[src/rtl/m_w_stage.sv]
// Memory-to-Writeback pipeline register with load extension, writeback mux and retire counter.
// Optional macro WB_TRACE_EN prints each committed GRF write to the simulation log.
module m_w_stage #(
    parameter int          CNT_W     = 32,
    parameter logic [31:0] PC_OFFSET = 32'd8
) (
    input  logic             clk,
    input  logic             reset,
    input  logic             M_en,
    input  logic             M_flush,
    input  logic             M_valid,
    input  logic [31:0]      M_PC,
    input  logic             M_RegWrite,
    input  logic [4:0]       M_A3,
    input  logic [1:0]       M_WBSel,
    input  logic [31:0]      M_ALUResult,
    input  logic [31:0]      M_MemRData,
    input  logic [2:0]       M_LoadType,
    input  logic [31:0]      M_HiLo,
    output logic             W_RegWrite,
    output logic [4:0]       W_A3,
    output logic [31:0]      W_RegData,
    output logic [31:0]      W_PC,
    output logic             W_valid,
    output logic [CNT_W-1:0] W_RetireCnt
);

    logic             valid_q, valid_d;
    logic [31:0]      pc_q, pc_d;
    logic             reg_write_q, reg_write_d;
    logic [4:0]       a3_q, a3_d;
    logic [1:0]       wb_sel_q, wb_sel_d;
    logic [31:0]      alu_result_q, alu_result_d;
    logic [31:0]      mem_rdata_q, mem_rdata_d;
    logic [2:0]       load_type_q, load_type_d;
    logic [31:0]      hilo_q, hilo_d;
    logic [CNT_W-1:0] retire_cnt_q, retire_cnt_d;

    // Flush takes priority over enable; a bubble still carries M_PC for tracing.
    always_comb begin
        valid_d      = valid_q;
        pc_d         = pc_q;
        reg_write_d  = reg_write_q;
        a3_d         = a3_q;
        wb_sel_d     = wb_sel_q;
        alu_result_d = alu_result_q;
        mem_rdata_d  = mem_rdata_q;
        load_type_d  = load_type_q;
        hilo_d       = hilo_q;
        retire_cnt_d = retire_cnt_q + CNT_W'(valid_q);
        if (M_flush) begin
            valid_d      = 1'b0;
            pc_d         = M_PC;
            reg_write_d  = 1'b0;
            a3_d         = 5'd0;
            wb_sel_d     = 2'd0;
            alu_result_d = 32'd0;
            mem_rdata_d  = 32'd0;
            load_type_d  = 3'd0;
            hilo_d       = 32'd0;
        end else if (M_en) begin
            valid_d      = M_valid;
            pc_d         = M_PC;
            reg_write_d  = M_RegWrite;
            a3_d         = M_A3;
            wb_sel_d     = M_WBSel;
            alu_result_d = M_ALUResult;
            mem_rdata_d  = M_MemRData;
            load_type_d  = M_LoadType;
            hilo_d       = M_HiLo;
        end
    end

    always_ff @(posedge clk) begin
        if (!reset) begin
            valid_q      <= 1'b0;
            pc_q         <= 32'd0;
            reg_write_q  <= 1'b0;
            a3_q         <= 5'd0;
            wb_sel_q     <= 2'd0;
            alu_result_q <= 32'd0;
            mem_rdata_q  <= 32'd0;
            load_type_q  <= 3'd0;
            hilo_q       <= 32'd0;
            retire_cnt_q <= '0;
        end else begin
            valid_q      <= valid_d;
            pc_q         <= pc_d;
            reg_write_q  <= reg_write_d;
            a3_q         <= a3_d;
            wb_sel_q     <= wb_sel_d;
            alu_result_q <= alu_result_d;
            mem_rdata_q  <= mem_rdata_d;
            load_type_q  <= load_type_d;
            hilo_q       <= hilo_d;
            retire_cnt_q <= retire_cnt_d;
        end
    end

    logic [7:0]  mem_byte [4];
    logic [7:0]  sel_byte;
    logic [15:0] sel_half;
    logic [31:0] load_ext;

    genvar gi;
    generate
        for (gi = 0; gi < 4; gi++) begin : g_lane
            assign mem_byte[gi] = mem_rdata_q[8*gi +: 8];
        end
    endgenerate

    // Halfword lane comes from offset[1] only; misalignment is trapped upstream.
    always_comb begin
        sel_byte = mem_byte[alu_result_q[1:0]];
        sel_half = alu_result_q[1] ? mem_rdata_q[31:16] : mem_rdata_q[15:0];
        case (load_type_q)
            3'd1:    load_ext = {{24{sel_byte[7]}}, sel_byte};
            3'd2:    load_ext = {24'd0, sel_byte};
            3'd3:    load_ext = {{16{sel_half[15]}}, sel_half};
            3'd4:    load_ext = {16'd0, sel_half};
            default: load_ext = mem_rdata_q;
        endcase
    end

    always_comb begin
        case (wb_sel_q)
            2'd0:    W_RegData = alu_result_q;
            2'd1:    W_RegData = load_ext;
            2'd2:    W_RegData = pc_q + PC_OFFSET;
            default: W_RegData = hilo_q;
        endcase
    end

    assign W_RegWrite  = reg_write_q & valid_q & (a3_q != 5'd0);
    assign W_A3        = a3_q;
    assign W_PC        = pc_q;
    assign W_valid     = valid_q;
    assign W_RetireCnt = retire_cnt_q;

`ifdef WB_TRACE_EN
    always @(posedge clk) begin
        if (reset && W_RegWrite)
            $display("@%h: $%0d <= %h", W_PC, W_A3, W_RegData);
    end
`endif

endmodule
[config.mk]
export PLATFORM = sky130hd
export DESIGN_NAME = m_w_stage
export DESIGN_NICKNAME = d
export VERILOG_FILES = /design/src/rtl/m_w_stage.sv
export SDC_FILE = /design/constraint.sdc
export NUM_CORES = 1
export LEC_CHECK = 0
export CORE_MARGIN = 5
export CORE_UTILIZATION = 43
export DETAILED_ROUTE_END_ITERATION = 6
export GPL_ROUTABILITY_DRIVEN = 0
export PLACE_DENSITY_LB_ADDON = 0.25
export SYNTH_ARGS = -nofsm -noshare
export SYNTH_HDL_FRONTEND = slang
export SYNTH_SLANG_ARGS = --single-unit
export TNS_END_PERCENT = 10
[constraint.sdc]
create_clock -name clk -period 1.87 [get_ports clk]
set_clock_uncertainty 0.15 [all_clocks]
set_input_delay 0.374 -clock clk [delete_from_list [all_inputs] [get_ports clk]]
set_output_delay 0.374 -clock clk [all_outputs]
set_load 0.1 [all_outputs]
## Word level (Yosys, flattened, before mapping)

Index checks and enable logic that the tools add are counted.

- $add $sub $neg: 2
- Order comparisons: 1
- Equality and inequality tests: 6
- Muxes and demuxes: 8
- Bitwise operators: 4
- Reduce and logical (&&, ||, !) cells: 4

Operators by type and width:

| cell | count |
|---|---|
| $pmux W32 S4 | 1 |
| $pmux W32 S3 | 1 |
| $mux W32 | 2 |
| $add A32 B1 Y32 | 1 |
| $add A32 B4 Y32 const B | 1 |
| $bmux W8 S2 | 1 |
| $mux W16 | 1 |
| $mux W8 | 2 |
| $eq A3 B2 Y1 const B | 2 |
| $reduce_bool A5 Y1 | 1 |
| $eq A3 B1 Y1 const B | 1 |
| $eq A3 B3 Y1 const B | 1 |
| $ge A3 B3 Y1 const B | 1 |
| $not A2 Y3 | 1 |
| $and A1 B1 Y1 | 2 |
| $eq A2 B1 Y1 const B | 1 |
| $eq A2 B2 Y1 const B | 1 |
| $logic_not A2 Y1 | 1 |
| $reduce_bool A2 Y1 | 1 |
| $reduce_or A2 Y1 | 1 |
| $not A1 Y1 | 1 |

- Register bits after elaboration: 172
- Input port bits: 144
- Output and inout port bits: 103
- Logic and storage cells: 35

## Logic depth before layout (Yosys ltp)

Gate-level depths: netlist (run 1).

- Depth after elaboration: 6
- Mapped depth: 8

## Worst setup path before layout (run 1)

Ideal clock, no wire load.

- Kind: register -> output
- Start point: register pc_q[12] (netlist: W_PC[12])
- End point: output W_RegData[18]
- Arrival: 4,238 ps
- Setup slack: -2,892 ps
- Stages on the path, launching flop included: 6
- Path buffers: 0
- Cell sequence: dfxtp_1 > nand4_4 > nor3_1 > nand2_1 > xor2_1 > a211oi_1

- Word-level cells in the longest chain between the ends: 2

Ends and longest elaborated chain:

| what | line | text |
|---|---|---|
| from (decl) | 29 | `logic [31:0] pc_q, pc_d;` |
| from (signal assigned) | 88 | `pc_q <= pc_d;` |
| $add A32 B4 Y32 | 129 | `2'd2: W_RegData = pc_q + PC_OFFSET;` |
| $pmux W32 S3 | 126 | `case (wb_sel_q)` |
| to (decl) | 22 | `output logic [31:0] W_RegData,` |

No other way between the ends.

## Worst setup path in the final report (run 1)

- Start point: register alu_result_q[1]
- End point: output W_RegData[2]

- Word-level cells in the longest chain between the ends: 6
- Elaborated cells on any way between the ends: 7
- Classes of those cells: mux (6); bitwise (1)

Ends and longest elaborated chain:

| what | line | text |
|---|---|---|
| from (decl) | 33 | `logic [31:0] alu_result_q, alu_result_d;` |
| from (signal assigned) | 92 | `alu_result_q <= alu_result_d;` |
| $not A2 Y3 (not written as such) | 114 | `sel_byte = mem_byte[alu_result_q[1:0]];` |
| $bmux W8 S2 | 114 |  |
| $mux W8 (not written as such) (2 in series) | 114 |  |
| $pmux W32 S4 * | 116 | `case (load_type_q)` |
| $pmux W32 S3 * | 126 |  |

Mark *: on every way between the ends. The rest lies on a longest branch, timed or not. The select of a mux whose other input is x is not followed.

==> metrics.txt, run 1 <==
synthesis-to-finish area growth 75.0%; violated checks setup timing; slew margin rel. a little under three fifths; Leak 6.10 nW; CP Max Fanout 11; Peak VDD IR 0.634 mV; Placed Area between 10000 and 15000 um^2; Finished Cell Area 14900 um^2; ANT cells 0; GRT Residual Overflow 0; Final WS setup -1.03 ns; Filler Cell Count 1310; Initial DRC Count ~790; Layout Nets ~1500; Std-Cell Rows between 50 and 60; Hold Violations, Final 0; hold crit path type input port to flop; HPWL after detailed placement approximately 24000 um; worst slew pin tran 0.645 ns; Syn Inst Count around 1000; pin count of the biggest net entering global routing 56; critical path's largest stage delay between 0.5 and 0.6 ns; worst hold slack about 0.12 ns; crit share post-route 155%; synth unique cells 66; reg2reg path depth 5; Arr. time, crit path roughly 2.4 ns; WL/cell roughly 20 um; hold path cells 3; Die Y 151 um; Vias about 9000; Crit. End Element output port; Tmin final between 2 and 3 ns; Clock Tree Buf Depth 2; pwr dens around 670 nW/um^2; vias per cell roughly 5.5; Async S/R FF share, synth 0%; Num CTS Buffers 17; Critical Path RT approximately 1.4 ns; number of placed instances, taps included approximately 1600; Netlist Area Pre-Place 8530 um^2; Setup crit start kind flop; Syn Nets between 1000 and 1500; Final Max Slew Viols 0; kind of critical path flop to output port; R2R setup slack 0.07 ns; CP Buf/Inv Count 3; Yosys reg bits 172; status finished with violations; TritonCTS clock tree yes; top post-synthesis cells by count dfxtp_1, nor2_1, mux2i_1; Worst path slowest cell mux2i_1; cell breakdown of the critical path buf_6 > buf_8 > mux2i_1 > o221ai_2 > a221o_1 > buf_12; largest cells by area after synthesis dfxtp_1, mux2i_1, nor2_1; first-pass GRT wire length just under 50000 um; core footprint slightly below 20000 um^2; io pins about 250; most common cell in the netlist dfxtp_1; Final ANT Viol Nets 0; Clock Tree Root clkbuf_16; worst r2r src W_RetireCnt[4]; later-pin clock latency in the skew report 0.44 ns; Yosys warnings 0; clock net sink count approximately 170; vias in the first global route about 9000; Seq/Total Area, Yosys just over 40%; number of setup violations in the final report 33; Synth area leader dfxtp_1; reg2reg end W_RetireCnt[29]; max-cap viol count 0; chip width roughly 150 um; cell family with most CP delay multiplexers; Finished Layout Cells between 1500 and 2000; Post-synth EDFFs 0; Routed WL 33200 um; Hold Startpoint M_en; port buffer count about 250; GRT Total Usage between 20% and 30%; layout cell share with drive strength beyond 1 between 30% and 40%; unrepaired setup endpoints after global routing true; Starting Density a little over two fifths; main flop type after synthesis dfxtp_1; Worst-path clk slew around 0.070 ns; DRC 0; WHS Endpoint hilo_q[1]; Synth top area share about 40%; Max Clk Rate ~0.34 GHz; initial antenna violation count 0; average instance area after synthesis approximately 8.7 um^2; die area about 23000 um^2; CTS HTree Levels 4; DR pass1 iterations 5
-- through the flow --
step	worst slack (ns)	power, mW	util, %	setup TNS [ns]
after floorplan	-1.55	5.20	-	-53.29
after global placement	-0.527	6.32	70.8	-13.42
after detailed placement	-0.550	6.34	70.8	-16.00
after CTS	-0.864	9.94	75.3	-26.54
after global routing	-1.06	10.3	76.5	-30.70
final	-1.03	9.97	76.5	-28.88
-- tightest hold or removal path, delay by kind of cell --
kind                   cells  cell delay [ns]
buffers and inverters      1             0.14
multiplexers               1             0.08
AND/OR/NAND/NOR            1             0.07
-- cell usage in the layout (no fill, tap or decap), drive strengths merged, types with 24 or more instances in the layout --
cell type,synthesis,final
dfxtp,172,172
xnor2,25,25
a21boi,38,38
clkdlybuf4s50,0,141
buf,25,302
mux2i,123,123
nand3,32,32
nor2,142,142
nand4,24,24
a21oi,29,29
nand2,96,96
o21ai,33,33
and2,24,24
-- cell families (layout without fill, tap and decap cells) --
kind of cell    Yosys count  after routing  share of synthesized area, %
buf+inv                  75            487                          3.78
flops                   172            172                          40.4
xor+xnor                 48             48                          4.93
compound gates          169            169                          13.6
fa+ha+maj                 3              3                         0.440
mux                     125            125                          14.7
simple gates            385            385                          22.2
-- layout make-up --
| class | count | area [um^2] | share of cell area [%] |
|---|---|---|---|
| clock inverters | 11 | 109 | 0.729 |
| well taps | 265 | 332 | 2.22 |
| repair buffers | 444 | 5090 | 34.1 |
| multi-input cells | 730 | 5330 | 35.7 |
| inverters | 11 | 41.3 | 0.277 |
| clock buffers | 21 | 482 | 3.23 |
| flip-flops and latches | 172 | 3540 | 23.7 |
-- how the worst max path moves through the flow --
| stage | slack [ns] | to | depth (start not counted) | startpoint |
|---|---|---|---|---|
| floorplan | -1.55 | W_RegData[6] | 7 | load_type_q[0] |
| global placement | -0.53 | W_RegData[1] | 6 | wb_sel_q[0] |
| detailed placement | -0.55 | W_RegData[5] | 8 | alu_result_q[1] |
| CTS | -0.86 | W_RegData[31] | 8 | W_PC[9] |
| global route | -1.06 | W_RegData[2] | 6 | alu_result_q[1] |
| finish | -1.03 | W_RegData[2] | 6 | alu_result_q[1] |
-- state kept, by name, indices dropped and copies added (netlist names) --
signal,flops
W_PC,32
W_RetireCnt,32
alu_result_q,32
hilo_q,32
mem_rdata_q,32
W_A3,5
load_type_q,3
wb_sel_q,2
W_valid,1
reg_write_q,1
-- routing by layer --
layer | track usage (%) | wire length (um)
met2 | 46.2 | 15800
met5 | 0 | 0
met4 | 10.0 | 1270
met1 | 36.0 | 13300
met3 | 6.07 | 2850
-- what timing repair did --
item | in CTS | in global routing
endpoints found under the setup margin | 40 | 50
gates resized for setup | 54 | 39
hold buffers | 0 | 0
buffers inserted | 4 | 6
pin swaps | 18 | 22
-- report_power, final --
group / internal [mW] / leakage, nW / switching, mW
sequential: 3.78 / 1.42 / 0.109
combinational: 1.09 / 4.40 / 1.41
clock: 2.00 / 0.277 / 1.58
Note: power is estimated with default switching activity, not from simulation.
==> run 2: changes to the inputs <==
RECOVER_POWER = 25   (was default)
==> run 2 against run 1 <==
Net effect: first-iteration DRC count fell by 14%; largest power group unchanged; clock-buffer cell count did not move; non-clock buffer count did not move; die area did not move; combinational power barely moved; the run still ends with setup timing left; final cell count did not move.
==> metrics.txt, run 2 (synthesis results as in run 1) <==
unrepaired setup endpoints after global routing true; Layout Nets approximately 1500; GRT Total Usage ~28%; slew margin rel. between 50% and 60%; pin count of the biggest net entering global routing 56; Setup TNS -28.99 ns; commonest non-fill, non-tap cells in the layout buf_4, clkdlybuf4s50_1, dfxtp_1, nor2_1, mux2i_1; DR pass1 iterations 5; worst slew pin tran approximately 0.63 ns; Std-Cell Rows 51; Core Util, Final between 70% and 80%; Final Max Slew Viols 0; io pins ~250; Final ANT Viol Nets 0; R2R setup slack 0 ns; Finished Layout Cells approximately 1700; most common cell after layout, fill and taps aside buf_4; CP Max Fanout 11; violated checks setup timing; die area around 23000 um^2; worst slack, placed -0.550 ns; WL/cell 20.1 um; Placed Area between 10000 and 15000 um^2; Vias 9032; Tmin final between 2 and 3 ns; Arr. time, crit path ~2.4 ns; ANT cells 0; Final WS setup -1.02 ns; Die Y around 150 um; Num CTS Buffers 17; Peak VDD IR 0.633 mV; Finished Cell Area about 15000 um^2; CTS HTree Levels 4; Worst-path clk slew around 0.07 ns; DRC 0; port buffer count ~250; Setup crit start kind flop; Routed WL 33200 um; clock net sink count about 170; Starting Density a little over two fifths; chip width 151 um; Leak 6.08 nW; Clock Tree Buf Depth 2; Max Clk Rate approximately 0.35 GHz; hold crit path type input port to flop; Critical Path RT between 1 and 1.5 ns; TritonCTS clock tree yes; Crit. End Element output port; layout cell share with drive strength beyond 1 ~33%; core footprint a little under 20000 um^2; crit share post-route 155%; GRT Residual Overflow 0; initial antenna violation count 0; HPWL after detailed placement 24000 um; pwr dens 668 nW/um^2; number of setup violations in the final report 33; status finished with violations; Hold Violations, Final 0; later-pin clock latency in the skew report between 0.4 and 0.5 ns; max-cap viol count 0; synthesis-to-finish area growth 74.2%; first-pass GRT wire length between 40000 and 50000 um; vias in the first global route 9033; vias per cell roughly 5.5; Clock Tree Root clkbuf_16; number of placed instances, taps included between 1500 and 2000; kind of critical path flop to output port; Initial DRC Count ~700
[run 2: timing repair]
item	4_1_cts	5_1_grt
cloned	0	0
gates resized for setup	54	39
setup buffers	4	6
hold buffers	0	0
pin swaps	18	22
endpoints found under the setup margin	40	50
[run 2: path summary, 6_finish.rpt]
kind                    startpoint               end  depth (start not counted)
setup / recovery   alu_result_q[1]      W_RegData[2]                          6
hold / removal                M_en         hilo_q[1]                          3
setup reg to reg    W_RetireCnt[0]   W_RetireCnt[29]                          6
hold reg to reg   alu_result_q[22]  alu_result_q[22]                          2
[run 2: critical path: stages (launching register included)]
cell and delay, ns:
dfxtp_2 0.35, buf_6 0.14, buf_8 0.15, mux2i_1 0.57, o221ai_2 0.20, a221o_1 0.33, buf_12 0.18
[run 2: layer usage]
layer,vias to the layer above,wire (um),GRT usage [%]
li1,4240,-,-
met3,90,2740,6.07
met2,415,15800,46.2
met4,0,1260,10.0
met5,-,0,0
met1,4287,13300,36.0
[run 2: power by group]
| group | leakage (nW) | internal (mW) | switching (mW) |
|---|---|---|---|
| registers | 1.42 | 3.78 | 0.108 |
| clock network | 0.277 | 2.00 | 1.56 |
| logic | 4.38 | 1.08 | 1.41 |
[run 2: layout make-up]
| cell class | instances | area (um^2) |
|---|---|---|
| Tap cell | 265 | 332 |
| Fill cell | 1314 | 4660 |
| Timing Repair Buffer | 444 | 5050 |
| Clock inverter | 11 | 109 |
| Multi-Input combinational cell | 730 | 5310 |
| Sequential cell | 172 | 3540 |
| Clock buffer | 21 | 482 |
| Inverter | 11 | 41.3 |
[run 2: stage by stage]
step                      hold slack (ns)  power [mW]
final                               0.121        9.94
after global routing                0.149        10.2
after CTS                           0.108        9.94
after detailed placement            0.332        6.34
after global placement              0.318        6.32
after floorplan                     0.300        5.20
